## config.mk

```make
export PLATFORM = sky130hd
export DESIGN_NAME = control_unit_flat
export DESIGN_NICKNAME = d
export VERILOG_FILES = /design/src/rtl/control_unit_if.sv /design/src/rtl/control_unit.sv /design/src/flat_wrapper.sv
export SDC_FILE = /design/constraint.sdc
export NUM_CORES = 1
export LEC_CHECK = 0
export CAP_MARGIN = 20
export CORE_ASPECT_RATIO = 0.5
export CORE_MARGIN = 3
export CORE_UTILIZATION = 25
export DETAILED_ROUTE_END_ITERATION = 8
export GPL_ROUTABILITY_DRIVEN = 0
export HOLD_SLACK_MARGIN = 0.15
export SLEW_MARGIN = 20
export SYNTH_ARGS = -nofsm -noshare
export SYNTH_HDL_FRONTEND = slang
export SYNTH_SLANG_ARGS = --single-unit
export TNS_END_PERCENT = 10
```

## constraint.sdc

```tcl
create_clock -name Clock -period 4.1 [get_ports Clock]
set_clock_uncertainty 0.05 [all_clocks]
set_input_delay 0.615 -clock Clock [delete_from_list [all_inputs] [get_ports Clock]]
set_output_delay 0.615 -clock Clock [all_outputs]
set_load 0.005 [all_outputs]
```

## src/rtl/control_unit_if.sv

```systemverilog
// Controller bus for the 16-bit processor's sequencer.
//
// Handshake: there is no valid/ready pair on this bus. Every output is a
// Moore strobe that is valid for the whole cycle the FSM spends in a state.
// IR is expected to be stable except at the clock edge where IR_LD=1 is
// acted on, which is the edge ending Fetch.
interface control_unit_if;
  logic [15:0] IR;
  logic        PC_CLR;
  logic        PC_IC;
  logic        IR_LD;
  logic        D_WR;
  logic        RF_S;
  logic        RF_W_EN;
  logic [7:0]  D_ADDR;
  logic [3:0]  RF_A_ADDR;
  logic [3:0]  RF_B_ADDR;
  logic [3:0]  RF_W_ADDR;
  logic [3:0]  ALU_S;
  logic [3:0]  CurrentState_Out;
  logic [3:0]  NextState_Out;

  // Sequencer side: consumes IR, drives all strobes and debug state codes.
  modport master (
    input  IR,
    output PC_CLR, PC_IC, IR_LD, D_WR, RF_S, RF_W_EN, D_ADDR,
    output RF_A_ADDR, RF_B_ADDR, RF_W_ADDR, ALU_S,
    output CurrentState_Out, NextState_Out
  );

  // Datapath side: supplies IR, obeys the strobes.
  modport slave (
    output IR,
    input  PC_CLR, PC_IC, IR_LD, D_WR, RF_S, RF_W_EN, D_ADDR,
    input  RF_A_ADDR, RF_B_ADDR, RF_W_ADDR, ALU_S,
    input  CurrentState_Out, NextState_Out
  );
endinterface

```

## src/rtl/control_unit.sv

```systemverilog
// Fetch/decode/execute sequencer for the 16-bit processor.
// Outputs are registered: each cycle the decode for the state about to be
// entered is captured, so the strobes are glitch-free and line up with the
// state register. IR only changes at the edge ending Fetch, and no state
// entered from Fetch (Decode) depends on IR, so the registered decode always
// sees the same IR the state itself sees.
module control_unit (
  input  logic           Clock,
  input  logic           Reset,
  control_unit_if.master bus
);

  typedef enum logic [3:0] {
    S_INIT   = 4'd0,
    S_FETCH  = 4'd1,
    S_DECODE = 4'd2,
    S_NOOP   = 4'd3,
    S_LOAD_A = 4'd4,
    S_LOAD_B = 4'd5,
    S_STORE  = 4'd6,
    S_ADD    = 4'd7,
    S_SUB    = 4'd8,
    S_HALT   = 4'd9
  } state_t;

  state_t      state_q, state_d;
  logic        pc_clr_q, pc_clr_d;
  logic        pc_ic_q, pc_ic_d;
  logic        ir_ld_q, ir_ld_d;
  logic        d_wr_q, d_wr_d;
  logic        rf_s_q, rf_s_d;
  logic        rf_w_en_q, rf_w_en_d;
  logic [7:0]  d_addr_q, d_addr_d;
  logic [3:0]  rf_a_addr_q, rf_a_addr_d;
  logic [3:0]  rf_b_addr_q, rf_b_addr_d;
  logic [3:0]  rf_w_addr_q, rf_w_addr_d;
  logic [3:0]  alu_s_q, alu_s_d;

  // Next-state: opcode dispatch in Decode; unused codes fall back to Init.
  always_comb begin
    state_d = S_INIT;
    case (state_q)
      S_INIT:   state_d = S_FETCH;
      S_FETCH:  state_d = S_DECODE;
      S_DECODE: begin
        case (bus.IR[15:12])
          4'h1:    state_d = S_STORE;
          4'h2:    state_d = S_LOAD_A;
          4'h3:    state_d = S_ADD;
          4'h4:    state_d = S_SUB;
          4'h5:    state_d = S_HALT;
          default: state_d = S_NOOP;
        endcase
      end
      S_LOAD_A: state_d = S_LOAD_B;
      S_NOOP,
      S_LOAD_B,
      S_STORE,
      S_ADD,
      S_SUB:    state_d = S_FETCH;
      S_HALT:   state_d = S_HALT;
      default:  state_d = S_INIT;
    endcase
  end

  // Output decode for the state being entered next.
  always_comb begin
    pc_clr_d    = 1'b0;
    pc_ic_d     = 1'b0;
    ir_ld_d     = 1'b0;
    d_wr_d      = 1'b0;
    rf_s_d      = 1'b0;
    rf_w_en_d   = 1'b0;
    d_addr_d    = 8'h00;
    rf_a_addr_d = 4'h0;
    rf_b_addr_d = 4'h0;
    rf_w_addr_d = 4'h0;
    alu_s_d     = 4'd0;
    case (state_d)
      S_INIT:   pc_clr_d = 1'b1;
      S_FETCH: begin
        ir_ld_d = 1'b1;
        pc_ic_d = 1'b1;
      end
      S_LOAD_A: begin
        d_addr_d = bus.IR[7:0];
        rf_s_d   = 1'b1;
      end
      S_LOAD_B: begin
        d_addr_d    = bus.IR[7:0];
        rf_s_d      = 1'b1;
        rf_w_addr_d = bus.IR[11:8];
        rf_w_en_d   = 1'b1;
      end
      S_STORE: begin
        d_addr_d    = bus.IR[11:4];
        rf_a_addr_d = bus.IR[3:0];
        d_wr_d      = 1'b1;
      end
      S_ADD, S_SUB: begin
        rf_a_addr_d = bus.IR[11:8];
        rf_b_addr_d = bus.IR[7:4];
        rf_w_addr_d = bus.IR[3:0];
        alu_s_d     = (state_d == S_ADD) ? 4'd1 : 4'd2;
        rf_w_en_d   = 1'b1;
      end
      default: ;
    endcase
  end

  // State and output registers; Reset lands in Init with its outputs.
  always_ff @(posedge Clock) begin
    if (Reset) begin
      state_q     <= S_INIT;
      pc_clr_q    <= 1'b1;
      pc_ic_q     <= 1'b0;
      ir_ld_q     <= 1'b0;
      d_wr_q      <= 1'b0;
      rf_s_q      <= 1'b0;
      rf_w_en_q   <= 1'b0;
      d_addr_q    <= 8'h00;
      rf_a_addr_q <= 4'h0;
      rf_b_addr_q <= 4'h0;
      rf_w_addr_q <= 4'h0;
      alu_s_q     <= 4'd0;
    end else begin
      state_q     <= state_d;
      pc_clr_q    <= pc_clr_d;
      pc_ic_q     <= pc_ic_d;
      ir_ld_q     <= ir_ld_d;
      d_wr_q      <= d_wr_d;
      rf_s_q      <= rf_s_d;
      rf_w_en_q   <= rf_w_en_d;
      d_addr_q    <= d_addr_d;
      rf_a_addr_q <= rf_a_addr_d;
      rf_b_addr_q <= rf_b_addr_d;
      rf_w_addr_q <= rf_w_addr_d;
      alu_s_q     <= alu_s_d;
    end
  end

  assign bus.PC_CLR           = pc_clr_q;
  assign bus.PC_IC            = pc_ic_q;
  assign bus.IR_LD            = ir_ld_q;
  assign bus.D_WR             = d_wr_q;
  assign bus.RF_S             = rf_s_q;
  assign bus.RF_W_EN          = rf_w_en_q;
  assign bus.D_ADDR           = d_addr_q;
  assign bus.RF_A_ADDR        = rf_a_addr_q;
  assign bus.RF_B_ADDR        = rf_b_addr_q;
  assign bus.RF_W_ADDR        = rf_w_addr_q;
  assign bus.ALU_S            = alu_s_q;
  assign bus.CurrentState_Out = state_q;
  assign bus.NextState_Out    = state_d;

endmodule

```

## src/flat_wrapper.sv

```systemverilog
// flat-port wrapper written by rule: the top's interface ports become plain ports
module control_unit_flat 
  (Clock, Reset, bus_IR, bus_PC_CLR, bus_PC_IC, bus_IR_LD, bus_D_WR, bus_RF_S, bus_RF_W_EN, bus_D_ADDR, bus_RF_A_ADDR, bus_RF_B_ADDR, bus_RF_W_ADDR, bus_ALU_S, bus_CurrentState_Out, bus_NextState_Out);
  control_unit_if bus_i ();
  input  logic Clock;
  input  logic Reset;
  input wire logic [$bits(bus_i.IR)-1:0] bus_IR;
  output wire logic [$bits(bus_i.PC_CLR)-1:0] bus_PC_CLR;
  output wire logic [$bits(bus_i.PC_IC)-1:0] bus_PC_IC;
  output wire logic [$bits(bus_i.IR_LD)-1:0] bus_IR_LD;
  output wire logic [$bits(bus_i.D_WR)-1:0] bus_D_WR;
  output wire logic [$bits(bus_i.RF_S)-1:0] bus_RF_S;
  output wire logic [$bits(bus_i.RF_W_EN)-1:0] bus_RF_W_EN;
  output wire logic [$bits(bus_i.D_ADDR)-1:0] bus_D_ADDR;
  output wire logic [$bits(bus_i.RF_A_ADDR)-1:0] bus_RF_A_ADDR;
  output wire logic [$bits(bus_i.RF_B_ADDR)-1:0] bus_RF_B_ADDR;
  output wire logic [$bits(bus_i.RF_W_ADDR)-1:0] bus_RF_W_ADDR;
  output wire logic [$bits(bus_i.ALU_S)-1:0] bus_ALU_S;
  output wire logic [$bits(bus_i.CurrentState_Out)-1:0] bus_CurrentState_Out;
  output wire logic [$bits(bus_i.NextState_Out)-1:0] bus_NextState_Out;
  assign bus_i.IR = bus_IR;
  assign bus_PC_CLR = bus_i.PC_CLR;
  assign bus_PC_IC = bus_i.PC_IC;
  assign bus_IR_LD = bus_i.IR_LD;
  assign bus_D_WR = bus_i.D_WR;
  assign bus_RF_S = bus_i.RF_S;
  assign bus_RF_W_EN = bus_i.RF_W_EN;
  assign bus_D_ADDR = bus_i.D_ADDR;
  assign bus_RF_A_ADDR = bus_i.RF_A_ADDR;
  assign bus_RF_B_ADDR = bus_i.RF_B_ADDR;
  assign bus_RF_W_ADDR = bus_i.RF_W_ADDR;
  assign bus_ALU_S = bus_i.ALU_S;
  assign bus_CurrentState_Out = bus_i.CurrentState_Out;
  assign bus_NextState_Out = bus_i.NextState_Out;
  control_unit u_core (.Clock(Clock), .Reset(Reset), .bus(bus_i));
endmodule
```

== Yosys cells after proc, flatten, opt, wreduce, memory -nomap -nowiden ==
Index checks and enable logic that the tools add are counted.

* Word-level logic and storage cells: 50
* Input bits: 18
* Register bits after elaboration: 33
* Output and inout bits: 38

* Reductions and logical operators: 7
* Bitwise operators: 1
* Muxes and demuxes: 11
* Equality and inequality tests: 20

{| class="wikitable"
|+ Operators with widths
! cell !! number
|-
| $eq A4 B3 Y1 const B || 10
|-
| $pmux W4 S5 || 2
|-
| $eq A4 B2 Y1 const B || 4
|-
| $pmux W4 S2 || 2
|-
| $pmux W8 S2 || 1
|-
| $eq A4 B1 Y1 const B || 3
|-
| $eq A4 B4 Y1 const B || 3
|-
| $logic_not A4 Y1 || 2
|-
| $reduce_or A2 Y1 || 3
|-
| $reduce_or A6 Y1 || 1
|-
| $mux W1 || 5
|-
| $reduce_or A3 Y1 || 1
|-
| $mux W2 || 1
|-
| $not A1 Y1 || 1
|}

== Depth between registers and ports, before layout ==
Gate-level depths: netlist of run 1.

* Depth after elaboration: 7
* Depth in mapped cells: 9
* Depth with buffers taken out: 7

== Worst setup path before layout of run 1 ==
OpenSTA, ideal clock, no wires.

* Path type: in2out
* From: input bus_IR[15]
* To: output bus_NextState_Out[1]
* Data arrival time: 1.524 ns
* Path buffers: 0
* Setup slack: 1.911 ns
* Data required time: 3.435 ns
* Cell stages on the path: 4
* Cells stage by stage: and4bb_1 > nand2b_1 > or4_4 > inv_2

* Longest elaborated chain between the ends: 3
* Elaborated cells on any way between the ends: 7
* Classes of those cells: eq/ne: 5; mux: 2

{| class="wikitable"
|+ RTL lines
! what !! line !! RTL
|-
| start: declaration || flat_wrapper.sv:7 || <nowiki>input wire logic [$bits(bus_i.IR)-1:0] bus_IR;</nowiki>
|-
| $eq A4 B3 Y1, or another cell as far along || control_unit.sv:46 || <nowiki>case (bus.IR[15:12])</nowiki>
|-
| $pmux W4 S5 (*) || control_unit.sv:46 ||
|-
| $pmux W4 S5 (*) || control_unit.sv:42 || <nowiki>case (state_q)</nowiki>
|-
| end: declaration || flat_wrapper.sv:20 || <nowiki>output wire logic [$bits(bus_i.NextState_Out)-1:0] bus_NextState_Out;</nowiki>
|}

Mark *: on every way between the ends. The rest lies on a longest branch, timed or not.

== Final worst setup path of run 1 ==
Same ends and word-level chain as after synthesis.

==> results of run 1 <==
flip-flops by register name, summed over array words and instances (netlist names):
name / count
u_core.bus.D_ADDR: 8
u_core.bus.CurrentState_Out: 4
u_core.bus.RF_A_ADDR: 4
u_core.bus.RF_B_ADDR: 4
u_core.bus.RF_W_ADDR: 4
u_core.bus.ALU_S: 2
u_core.bus.D_WR: 1
u_core.bus.PC_CLR: 1
u_core.bus.PC_IC: 1
u_core.bus.RF_S: 1
u_core.bus.RF_W_EN: 1
layer usage:
metal	vias up	part of all wire, %	wire length [µm]	track usage (%)
met5	-	0	0	0
met4	0	0	0	2.61
met3	0	6.4	180	3.62
met2	33	50	1400	17.8
met1	456	44	1230	12.9
li1	475	-	-	-
final timing paths:
kind	to	slack, ns
worst min-delay path	u_core.bus.CurrentState_Out[0]	0.77
worst max-delay path	bus_NextState_Out[1]	0.80
worst max register to register	u_core.bus.D_ADDR[7]	1.99
worst min register to register	u_core.bus.CurrentState_Out[0]	0.77
critical path, delay by kind of cell:
kind,cells,cell delay (ns)
buf+inv,3,1.17
simple gates,3,0.84
where the power goes:
| part | switching [mW] | internal [mW] | leakage, nW |
|---|---|---|---|
| combinational | 0.0557 | 0.0690 | 0.393 |
| sequential | 0.0112 | 0.313 | 0.251 |
| clock | 0.101 | 0.131 | 0.0470 |
| total | 0.168 | 0.513 | 0.691 |
metrics by stage:
step / std cells / setup slack [ns] / hold slack [ns] / cell area, µm²
6_report: 212 / 0.804 / 0.768 / 1800
5_1_grt: 212 / 0.728 / 0.811 / 1800
4_1_cts: 212 / 0.801 / 0.759 / 1800
3_5_place_dp: 205 / 0.804 / 0.743 / 1710
3_3_place_gp: 205 / 0.835 / 0.746 / 1710
2_1_floorplan: 106 / 1.91 / 0.637 / 1160
cells in the mapped netlist:
library cell	n	area [µm²]
a211oi_1	1	7.51
a21oi_1	2	10.0
a21oi_2	1	8.76
a22o_1	16	140
a31oi_1	1	6.26
and2_1	4	25.0
and4bb_1	1	12.5
buf_2	2	10.0
buf_4	5	37.5
clkbuf_1	1	3.75
conb_1	1	3.75
dfxtp_1	31	621
inv_1	3	11.3
inv_2	2	7.51
nand2_1	2	7.51
nand2b_1	1	6.26
nand3_1	1	5.00
nand3b_1	1	7.51
nand4bb_1	1	11.3
nor2_1	5	18.8
nor2b_1	1	6.26
nor3_1	2	10.0
nor3_2	1	10.0
nor3_4	2	32.5
nor3b_1	1	7.51
nor3b_2	1	12.5
nor4_2	1	12.5
nor4b_1	3	26.3
o21ai_0	1	5.00
o21ai_2	1	8.76
o21bai_1	1	7.51
or2_1	2	12.5
or2_2	1	6.26
or3_1	2	12.5
or4_4	1	11.3
xor2_1	2	17.5
cell families (layout without fill, tap and decap cells):
logic type | count (synthesis) | in the layout | synth area share [%]
AO/OA/AOI/OAI | 24 | 24 | 16.7
XOR/XNOR | 2 | 2 | 1.51
buffers and inverters | 13 | 65 | 6.04
flip-flops | 31 | 31 | 53.5
other | 1 | 2 | 0.323
AND/OR/NAND/NOR | 34 | 34 | 21.9
cell type report:
class	instances	area (µm²)	area share, %
multi-input cells	62	473	26.3
clock buffers	6	82.6	4.59
well taps	54	67.6	3.76
inverters	5	18.8	1.04
clock inverters	1	5.00	0.278
flip-flops and latches	31	621	34.5
repair buffers	53	531	29.5
==> results.md, run 1 <==
- CP most frequent cell: clkdlybuf4s50_1
- Worst skew pair latency: 0.27 ns
- Post-synth cell types: 36
- Via Count: 964
- R2R depth: 5
- CP max stage delay: 0.52 ns
- Most frequent cells in the layout: clkdlybuf4s50_1, dfxtp_1, a22o_1
- TritonCTS clock tree: built
- CTS clock-pin slew for the worst setup and hold paths: 0.06 ns
- H-Tree Depth: 2
- Most common cell after layout, fill and taps aside: clkdlybuf4s50_1
- Diode count: 0
- Die Width: 102 µm
- Die ar.: 5540 µm²
- Post-layout min period: 3.30 ns
- Vias in the first global route: 890
- Fill cells: 425
- Tot Pwr: 0.681 mW
- Peak supply drop: 0.175 mV
- Hold Violations, Final: 0
- Initial DRC count: 11
- MaxCap Viol Count: 0
- WHS Path Cells: 3
- Nets: 176
- PwrDens: 379 nW/µm²
- I/O pin cnt: 56
- R2r startpoint: u_core.bus.CurrentState_Out[1]
- Total global-route track usage: 10.5%
- RSZ-0062 raised after global routing: no
- Post-Syn Instances: 105
- Post CTS Setup Buffer Count: 0
- First-pass DRT Iterations: 4
- Hpwl dp: 2120 µm
- Post-cts hold buffer count: 0
- Seq/Total Area, Yosys: 53.5%
- Core Area: 4160 µm²
- Slew @ Worst Pin: 0.604 ns
- Worst hold path class: reg -> reg
- Final Setup Violations: 0
- Critical Path Fanout Max: 5
- Wirelength per Cell: 13.3 µm
- Yosys warns: 0
- I/O Buffers: 53
- Average size of a mapped cell: 11.0 µm²
- Critical path required time: 3.43 ns
- CP Cell Sequence: clkdlybuf4s50_1 -> and4bb_1 -> nand2b_1 -> or4_4 -> inv_2 -> clkdlybuf4s50_1
- FP Rows: 16
- Largest net degree at the start of global routing: 14
- Starting Density: 27.9%
- Total congestion overflow: 0
- Die Height: 54.2 µm
- Post-Route Utilization: 43.2%
- CTS sink count: 31
- Yosys reg bits: 31
- Routed wire length: 2810 µm
- P&R area growth vs syn: 55.0%
- Max Slew Vio Count: 0
- Post-CTS Resized: 0
- Syn Std Cell Area: 1160 µm²
- Hold_sp: u_core.bus.CurrentState_Out[1]
- Fraction of layout cells with a size suffix above 1: 11.4%
- Headroom to the max-slew limit: 59.5%
- CTS Buf Count: 5
- Leak Pwr: 0.691 nW
- Slowest-stage cell, CP: clkdlybuf4s50_1
- Maximum clock path buffer count: 2
- First-pass GRT wire length: 4400 µm
- Final period util: 80.4%
- DRC violations left: 0
- Antenna violations before repair: 0
- Crit path DAT: 2.63 ns
- CP startpoint kind: input port
- CP Class: in -> out
- Status: complete, no violations
- Total negative setup slack: 0 ns
- Root Driver: clkbuf_8
- CP Launch Point: bus_IR[15]
- Crit end category: output port
- Vias per cell: 4.55
- Fmax: 303 MHz
- Post-route ant nets: 0
No activity file was read; power rests on OpenSTA's default activity.
==> run 2: changes to the inputs <==
clock period = 3.1 ns   (was 4.1 ns; I/O delays follow)
==> run 2 against run 1 <==
Net effect: flip-flop and latch count stayed put; utilization is 1.1 points higher; worst setup slack worse by 0.63 ns; largest power group unchanged.
==> results.md, run 2 (same netlist as run 1, synthesis figures left out) <==
- Die Height: 54.2 µm (unchanged)
- Root Driver: clkbuf_8
- Hold Violations, Final: 0 (unchanged)
- Worst skew pair latency: 0.27 ns (about the same)
- CP max stage delay: 0.55 ns (+0.03 ns)
- Post-cts hold buffer count: 0 (unchanged)
- Routed wire length: 2720 µm (-3.1%)
- CP Class: in -> out
- Total congestion overflow: 0 (unchanged)
- CP top delay family: buffers and inverters
- Post-route ant nets: 0 (unchanged)
- Die Width: 102 µm (unchanged)
- MaxCap Viol Count: 0 (unchanged)
- Seq pwr share: 42.8% (-4.8 points)
- TritonCTS clock tree: built
- Total negative setup slack: 0 ns (unchanged)
- CTS Buf Count: 5 (unchanged)
- Critical path buffer and inverter count: 3 (unchanged)
- P&R area growth vs syn: 58.9%
- Most frequent cells in the layout: clkdlybuf4s50_1, dfxtp_1, a22o_1
- Die ar.: 5540 µm² (unchanged)
- Hpwl dp: 2080 µm (-1.8%)
- Final period util: 94.5%
- Starting Density: 27.9% (unchanged)
- Diode count: 0 (unchanged)
- Leak Pwr: 0.715 nW (+3.5%)
- Tot Pwr: 1.00 mW (+47%)
- Area after DPL: 1730 µm² (+0.88%)
- Most common cell after layout, fill and taps aside: clkdlybuf4s50_1
- Nets: 178 (+1.1%)
- Fraction of layout cells with a size suffix above 1: 13.0% (+1.7 points)
- Initial DRC count: 26 (+15)
- Post CTS Setup Buffer Count: 0 (unchanged)
- Largest net degree at the start of global routing: 14 (unchanged)
- Headroom to the max-slew limit: 58.4% (-1.1 points)
- Wirelength per Cell: 12.7 µm (-4.4%)
- Critical path required time: 2.58 ns (-0.85 ns)
- Non-Filler Cell Area, Final: 1840 µm² (+2.5%)
- Critical Path Fanout Max: 5 (unchanged)
- Crit end category: output port
- Post-CTS Resized: 0 (unchanged)
- Crit path DAT: 2.41 ns (-0.22 ns)
- I/O pin cnt: 56 (unchanged)
- Fill cells: 411 (-3.3%)
- CP Cell Sequence: clkdlybuf4s50_1 -> and4bb_1 -> nand2b_1 -> or4_4 -> inv_2 -> clkdlybuf4s50_1
- Total global-route track usage: 10.8% (+0.34 points)
- Vias in the first global route: 928 (+4.3%)
- Slew @ Worst Pin: 0.620 ns (+0.0166 ns)
- FP Rows: 16 (unchanged)
- Max Slew Vio Count: 0 (unchanged)
- First-pass GRT wire length: 4440 µm (+1.1%)
- CP most frequent cell: clkdlybuf4s50_1
- I/O Buffers: 53 (unchanged)
- Combinational power share: 17.0% (-1.3 points)
- CTS clock-pin slew for the worst setup and hold paths: 0.06 ns (about the same)
- Vias per cell: 4.44 (-2.3%)
- RSZ-0062 raised after global routing: no
- PwrDens: 544 nW/µm² (+44%)
- Fmax: 341 MHz
- Placed Instances: 207 (+0.98%)
- Maximum clock path buffer count: 2 (unchanged)
- Worst hold path class: reg -> reg
- Antenna violations before repair: 0 (unchanged)
- DRC violations left: 0 (unchanged)
- Core Area: 4160 µm² (unchanged)
- Final Setup Violations: 0 (unchanged)
- Peak supply drop: 0.253 mV (+44%)
- Clk network pwr share: 40.3% (+6.2 points)
- Max reg flops: 8 (unchanged)
- H-Tree Depth: 2 (unchanged)
- Via Count: 955 (-0.93%)
- CTS sink count: 31 (unchanged)
- CP startpoint kind: input port
- Switching share of power: 23.2% (-1.5 points)
- Internal power: 0.770 mW (+50%)
- Slowest-stage cell, CP: clkdlybuf4s50_1
- First-pass DRT Iterations: 4 (unchanged)
- Sw power: 0.232 mW (+38%)
- Non-filler cells, final: 215 (+1.4%)
- Status: complete, no violations
- Post-layout min period: 2.93 ns
run 2: cell types whose count changed in the layout (fill, tap and decap cells not counted):
cell and change:
buf_4 +2, bufinv_16 +1
run 2: power by group through the flow:
| stage | combinational [mW] | sequential (mW) | clock, mW |
|---|---|---|---|
| after floorplan | 0.0823 | 0.433 | 0 |
| after global placement | 0.171 | 0.438 | 0 |
| after detailed placement | 0.172 | 0.437 | 0 |
| after CTS | 0.172 | 0.429 | 0.415 |
| after global routing | 0.186 | 0.431 | 0.439 |
| final | 0.170 | 0.429 | 0.404 |
run 2: tightest hold or removal path, cell delays in order, from the launching register on:
cell	delay, ns
dfxtp_1	0.39
o21ai_0	0.14
o21ai_2	0.14
nor2_1	0.10
run 2: metrics by stage:
step | hold WS (ns) | utilization, % | setup WS, ns
6_report | 0.759 | 44.3 | 0.172
5_1_grt | 0.764 | 44.3 | 0.0918
4_1_cts | 0.759 | 44.3 | 0.167
3_5_place_dp | 0.731 | 41.4 | 0.167
3_3_place_gp | 0.747 | 41.4 | 0.200
2_1_floorplan | 0.487 | - | 1.10
run 2: path summary, 6_finish.rpt:
| kind | start | endpoint | slack (ns) | cells past startpoint |
|---|---|---|---|---|
| min reg2reg | u_core.bus.CurrentState_Out[1] | u_core.bus.CurrentState_Out[0] | 0.76 | 3 |
| max reg2reg | u_core.bus.CurrentState_Out[1] | u_core.bus.D_ADDR[5] | 0.93 | 6 |
| max | bus_IR[13] | bus_NextState_Out[1] | 0.17 | 6 |
| min | u_core.bus.CurrentState_Out[1] | u_core.bus.CurrentState_Out[0] | 0.76 | 3 |
run 2: metal layers:
metal	vias up	GRT usage (%)	part of all wire, %
met5	-	0	0
met4	0	3.49	0.70
met3	2	4.79	5.1
met2	22	18.7	50
met1	454	12.2	44
li1	477	-	-
run 2: cell type report:
cell class                      instances  area [µm²]  area share [%]
Inverter                                5        18.8            1.02
Clock inverter                          2        35.0            1.90
Clock buffer                            6        82.6            4.48
Timing Repair Buffer                   55         546            29.6
Tap cell                               54        67.6            3.67
Sequential cell                        31         621            33.7
Multi-Input combinational cell         62         473            25.7
==> run 3: changes to the inputs <==
CORE_UTILIZATION = 39   (was 25)
CTS_CLUSTER_DIAMETER = 100   (was unset)
PLACE_DENSITY = 0.77   (was unset)
==> run 3 against run 2 <==
Net effect: final cell count decreased by 8.4%; clock-buffer cell count did not move; wire length down 3.0%; critical path depth unchanged; total power fell by 0.15%.
==> results.md, run 3 (same netlist as run 1, synthesis figures left out) <==
- Total global-route track usage: 15.1% (+4.3 points)
- CP Cell Sequence: clkdlybuf4s50_1 -> and4bb_1 -> nand2b_1 -> or4_4 -> inv_2 -> clkdlybuf4s50_1
- Core Area: 2720 µm² (-35%)
- P&R area growth vs syn: 56.4%
- Status: complete, no violations
- Peak supply drop: 0.256 mV (+1.2%)
- CTS clock-pin slew for the worst setup and hold paths: 0.06 ns (about the same)
- Tot Pwr: 1.00 mW (-0.15%)
- Post-CTS Resized: 0 (unchanged)
- Maximum clock path buffer count: 2 (unchanged)
- DRC violations left: 0 (unchanged)
- Via Count: 975 (+2.1%)
- Final Setup Violations: 0 (unchanged)
- Hold slack: 0.760 ns (+0.00124 ns)
- Die Width: 83.1 µm (-19%)
- Wirelength per Cell: 13.4 µm (+5.9%)
- CTS sink count: 31 (unchanged)
- Nets: 177 (-0.56%)
- Vias per cell: 4.95 (+11%)
- Die ar.: 3700 µm² (-33%)
- Slew @ Worst Pin: 0.597 ns (-0.0236 ns)
- Root Driver: clkbuf_8
- CP Class: in -> out
- Flop-to-flop setup slack: 0.94 ns (about the same)
- Multi-input gate area: 473 µm² (unchanged)
- Max Slew Vio Count: 0 (unchanged)
- Post-cts hold buffer count: 0 (unchanged)
- Antenna violations before repair: 0 (unchanged)
- Fraction of layout cells with a size suffix above 1: 12.5% (-0.54 points)
- Most frequent cells in the layout: clkdlybuf4s50_1, dfxtp_1, a22o_1
- Fill cells: 214 (-48%)
- Post-layout min period: 2.94 ns (+0.00801 ns)
- I/O pin cnt: 56 (unchanged)
- I/O Buffers: 53 (unchanged)
- Routed wire length: 2640 µm (-3.0%)
- First-pass GRT wire length: 4330 µm (-2.6%)
- CP startpoint kind: input port
- R2R depth: 6 (unchanged)
- Post CTS Setup Buffer Count: 0 (unchanged)
- Hpwl dp: 1950 µm (-6.7%)
- Critical path buffer and inverter count: 3 (unchanged)
- Critical Path Fanout Max: 5 (unchanged)
- Max reg flops: 8 (unchanged)
- PwrDens: 552 nW/µm² (+1.4%)
- Post-Route Utilization: 66.8% (+23 points)
- Total negative setup slack: 0 ns (unchanged)
- Leak Pwr: 0.710 nW (-0.76%)
- Fmax: 341 MHz (-0.27%)
- Hold Violations, Final: 0 (unchanged)
- Post-route ant nets: 0 (unchanged)
- CTS Buf Count: 5 (unchanged)
- RSZ-0062 raised after global routing: no
- Most common cell after layout, fill and taps aside: clkdlybuf4s50_1
- Crit end category: output port
- Largest net degree at the start of global routing: 14 (unchanged)
- WHS Path Cells: 2 (-1)
- FP Rows: 13 (-3)
- Initial DRC count: 22 (-15%)
- Die Height: 44.6 µm (-18%)
- Final period util: 94.7% (+0.26 points)
- First-pass DRT Iterations: 3 (-1)
- Crit path DAT: 2.42 ns (about the same)
- Critical path required time: 2.58 ns (about the same)
- Stages on worst setup path: 6 (unchanged)
- Headroom to the max-slew limit: 59.9% (+1.5 points)
- CP most frequent cell: clkdlybuf4s50_1
- Area after DPL: 1700 µm² (-1.7%)
- Worst skew pair latency: 0.28 ns (about the same)
- H-Tree Depth: 2 (unchanged)
- CP max stage delay: 0.55 ns (about the same)
- Diode count: 0 (unchanged)
- Starting Density: 42.7% (+15 points)
- TritonCTS clock tree: built
- Vias in the first global route: 931 (+0.32%)
- Non-Filler Cell Area, Final: 1810 µm² (-1.6%)
- Slowest-stage cell, CP: clkdlybuf4s50_1
- Total congestion overflow: 0 (unchanged)
- Register Area: 621 µm² (unchanged)
- CP top delay family: buffers and inverters
- Worst hold path class: reg -> reg
- MaxCap Viol Count: 0 (unchanged)
## run 3: worst paths after layout
kind	endpoint	start
worst max register to register	u_core.bus.D_ADDR[1]	u_core.bus.CurrentState_Out[1]
worst min-delay path	u_core.bus.CurrentState_Out[3]	u_core.bus.CurrentState_Out[2]
worst min register to register	u_core.bus.CurrentState_Out[3]	u_core.bus.CurrentState_Out[2]
worst max-delay path	bus_NextState_Out[1]	bus_IR[13]
## run 3: report_power, final
group / switching [mW] / leakage [nW] / internal (mW) / total, mW
clock network: 0.142 / 0.0612 / 0.260 / 0.402
logic: 0.0739 / 0.398 / 0.0966 / 0.170
registers: 0.0151 / 0.251 / 0.414 / 0.429
total: 0.231 / 0.710 / 0.770 / 1.00
## run 3: per-stage QoR
step           worst slack [ns]  cells
6_report                  0.164    197
5_1_grt                   0.106    197
4_1_cts                   0.158    197
3_5_place_dp              0.160    189
3_3_place_gp              0.213    189
2_1_floorplan              1.10    106
## run 3: per-layer routing
metal | part of all wire, % | vias up | global-route usage, %
met5 | 0 | - | 0
met4 | 0 | 0 | 4.89
met3 | 6.4 | 0 | 5.20
met2 | 49 | 35 | 27.4
met1 | 44 | 462 | 17.2
li1 | - | 478 | -
## run 3: area by class of cell
| type | count | share of cell area, % |
|---|---|---|
| multi-input cells | 62 | 26.1 |
| clock buffers | 6 | 4.55 |
| repair buffers | 54 | 29.7 |
| clock inverters | 2 | 1.93 |
| inverters | 5 | 1.03 |
| flip-flops and latches | 31 | 34.2 |
| well taps | 37 | 2.55 |
## run 3: worst min-delay path, stage by stage (launching register included)
cell,delay [ns]
dfxtp_1,0.48
a21oi_2,0.13
nor2b_1,0.15
==> RTL edit (config.mk and constraints of run 2) <==
Take the reset off `d_addr_q` and load it in a clocked block of its own.
--- a/src/rtl/control_unit.sv
+++ b/src/rtl/control_unit.sv
@@ -119,5 +119,4 @@
       rf_s_q      <= 1'b0;
       rf_w_en_q   <= 1'b0;
-      d_addr_q    <= 8'h00;
       rf_a_addr_q <= 4'h0;
       rf_b_addr_q <= 4'h0;
@@ -132,5 +131,4 @@
       rf_s_q      <= rf_s_d;
       rf_w_en_q   <= rf_w_en_d;
-      d_addr_q    <= d_addr_d;
       rf_a_addr_q <= rf_a_addr_d;
       rf_b_addr_q <= rf_b_addr_d;
@@ -138,4 +136,8 @@
       alu_s_q     <= alu_s_d;
     end
+  end
+
+  always_ff @(posedge Clock) begin
+    d_addr_q <= d_addr_d;
   end
 
Function: differs if Reset is asserted again (counterexample within 4 cycles, from zero or initial values and one cycle with Reset high); with Reset held inactive, the same outputs for 10 cycles.
==> RTL edit against run 2 <==
- design area down 0.48%
- wire length up 11%
- setup slack better by 0.024 ns
- sequential cell count unchanged
- via count up 9.5%
- critical path type unchanged
- total power down 17%
- count of clock-buffer cells in the layout down 1
- area after synthesis up 1.6%
- first-iteration DRC count up 7.7%
- sequential share of layout area up 0.16 points
- largest power group unchanged
==> RTL edit: results (changes against run 2) <==
Global route
  • First-pass GRT wire length: 4623 um (+4.1%)
  • Antenna violations before repair: 0 (unchanged)
  • GRT Util Overall: 10.85% (+0.041 points)
  • Largest net degree at the start of global routing: 16 (+2)

Clock network
  • H-tree Lvls: 2 (unchanged)
  • TritonCTS Buffers: 5 (unchanged)
  • Post-cts resize count: 0 (unchanged)
  • Worst skew pair latency: 0.28 ns

Worst setup path
  • Crit path from: bus_IR[14]
  • Crit Path Max Fanout: 5 (unchanged)
  • CP arrival: 2.39 ns (-0.02 ns)
  • CP Launch Type: input pin
  • Worst R2R Path Depth: 5 (-1)
  • Reg2Reg Launch Point: u_core.bus.CurrentState_Out[3]

Pwr
  • Peak VDD IR: 0.1578 mV (-38%)
  • Leakage: 0.6920 nW (-3.3%)

Layout
  • Cell Count, Final, Fillers Out: 225 (+4.7%)
  • Number of flip-flops in the largest register: 8 (unchanged)
  • Fin nets: 188 (+5.6%)
  • Ratio of cells with drive above 1 in the final layout: 8.772% (-4.3 points)

Drt
  • Vias/cell: 4.649 (+4.7%)
  • Initial drt markers: 28 (+7.7%)
  • Average routed wire per standard cell: 13.39 um (+5.7%)

Logic synthesis
  • Post-Syn Area per Cell: 10.43 um2 (-5.6%)
  • Sequential cell area fraction in the yosys report: 52.65% (-0.85 points)
  • Synth top area cells: dfxtp_1 53%, a22o_1 7.4%, nor2_1 4.5%
  • Library cells used by synthesis: 35 (-2.8%)
  • Ys async rst share: 0% (unchanged)
  • Primary FF master, synth: dfxtp_1
  • Post-synth top cells: 31 x dfxtp_1, 14 x nor2_1, 10 x a22o_1, 5 x nand2b_1, 5 x nor2b_1

Min path
  • Min-delay src: u_core.bus.CurrentState_Out[2]
  • Hold Crit Class: reg2reg
  • Hold path cells: 1 (-2)

Place
  • IO buf count: 53 (unchanged)
  • Dpl cell area: 1750 um2 (+1.5%)
  • HPWL Detailed: 2347 um (+13%)
  • Post-Place Cells: 217 (+4.8%)

Timing
  • Relative slew slack: 64.45% (+6.0 points)

Outcome
  • Outcome: complete, no violations
-- RTL edit: cell types whose count changed in the layout (fill, tap and decap cells not counted), moves of 4 or more --
cell and delta:
a22o_1 -6, nand2b_1 +4, nor2b_1 +4, a22oi_1 +4, nor2_1 +9
-- RTL edit: through the flow --
stage          util (%)  setup slack, ns  total power [mW]
5_1_grt           43.63          0.01077            0.8662
4_1_cts           43.63           0.1912            0.8382
6_report          43.63           0.1957            0.8280
3_5_place_dp      41.64           0.2204            0.5356
2_1_floorplan         -            1.009            0.4675
3_3_place_gp      41.64           0.2354            0.5354
-- RTL edit: per-layer routing --
metal / vias up / wire, um / track usage, %
li1: 514 / - / -
met1: 497 / 1311 / 12.68
met2: 31 / 1482 / 18.68
met3: 4 / 181 / 3.308
met4: 0 / 37 / 4.946
met5: - / 0 / 0
-- RTL edit: area by class of cell --
cell class	count	area (um2)
timing repair buffer	55	545.5
tap	54	67.56
multi-input combinational	73	501.7
clock buffer	5	68.82
clock inverter	3	15.01
fill	411	2370
sequential	31	620.6
inverter	4	15.01
-- RTL edit: final timing paths --
check,endpoint,slack (ns)
setup / recovery,bus_NextState_Out[1],0.20
hold / removal,u_core.bus.CurrentState_Out[3],0.54
setup reg to reg,u_core.bus.RF_A_ADDR[2],0.79
hold reg to reg,u_core.bus.CurrentState_Out[3],0.54
-- RTL edit: cell families after synthesis --
group                  count (synthesis)  synth area share [%]
AO/OA/AOI/OAI                         29                 20.28
XOR/XNOR                               1                0.7432
buffers and inverters                 10                 5.095
flip-flops                            31                 52.65
multiplexers                           1                 1.911
other                                  1                0.3182
AND/OR/NAND/NOR                       40                 19.00
-- RTL edit: worst max-delay path: stages --
cell and delay [ns]:
clkdlybuf4s50_1 0.55, nor2_1 0.10, nand2_1 0.08, o2111ai_1 0.12, a211oi_1 0.48, clkdlybuf4s50_1 0.60
-- RTL edit: power by group --
| group | internal (mW) | leakage, nW | switching (mW) | total, mW |
|---|---|---|---|---|
| Clock | 0.153 | 0.0477 | 0.148 | 0.301 |
| Combinational | 0.0634 | 0.393 | 0.0462 | 0.110 |
| Sequential | 0.408 | 0.251 | 0.00907 | 0.417 |
| Total | 0.624 | 0.692 | 0.203 | 0.828 |
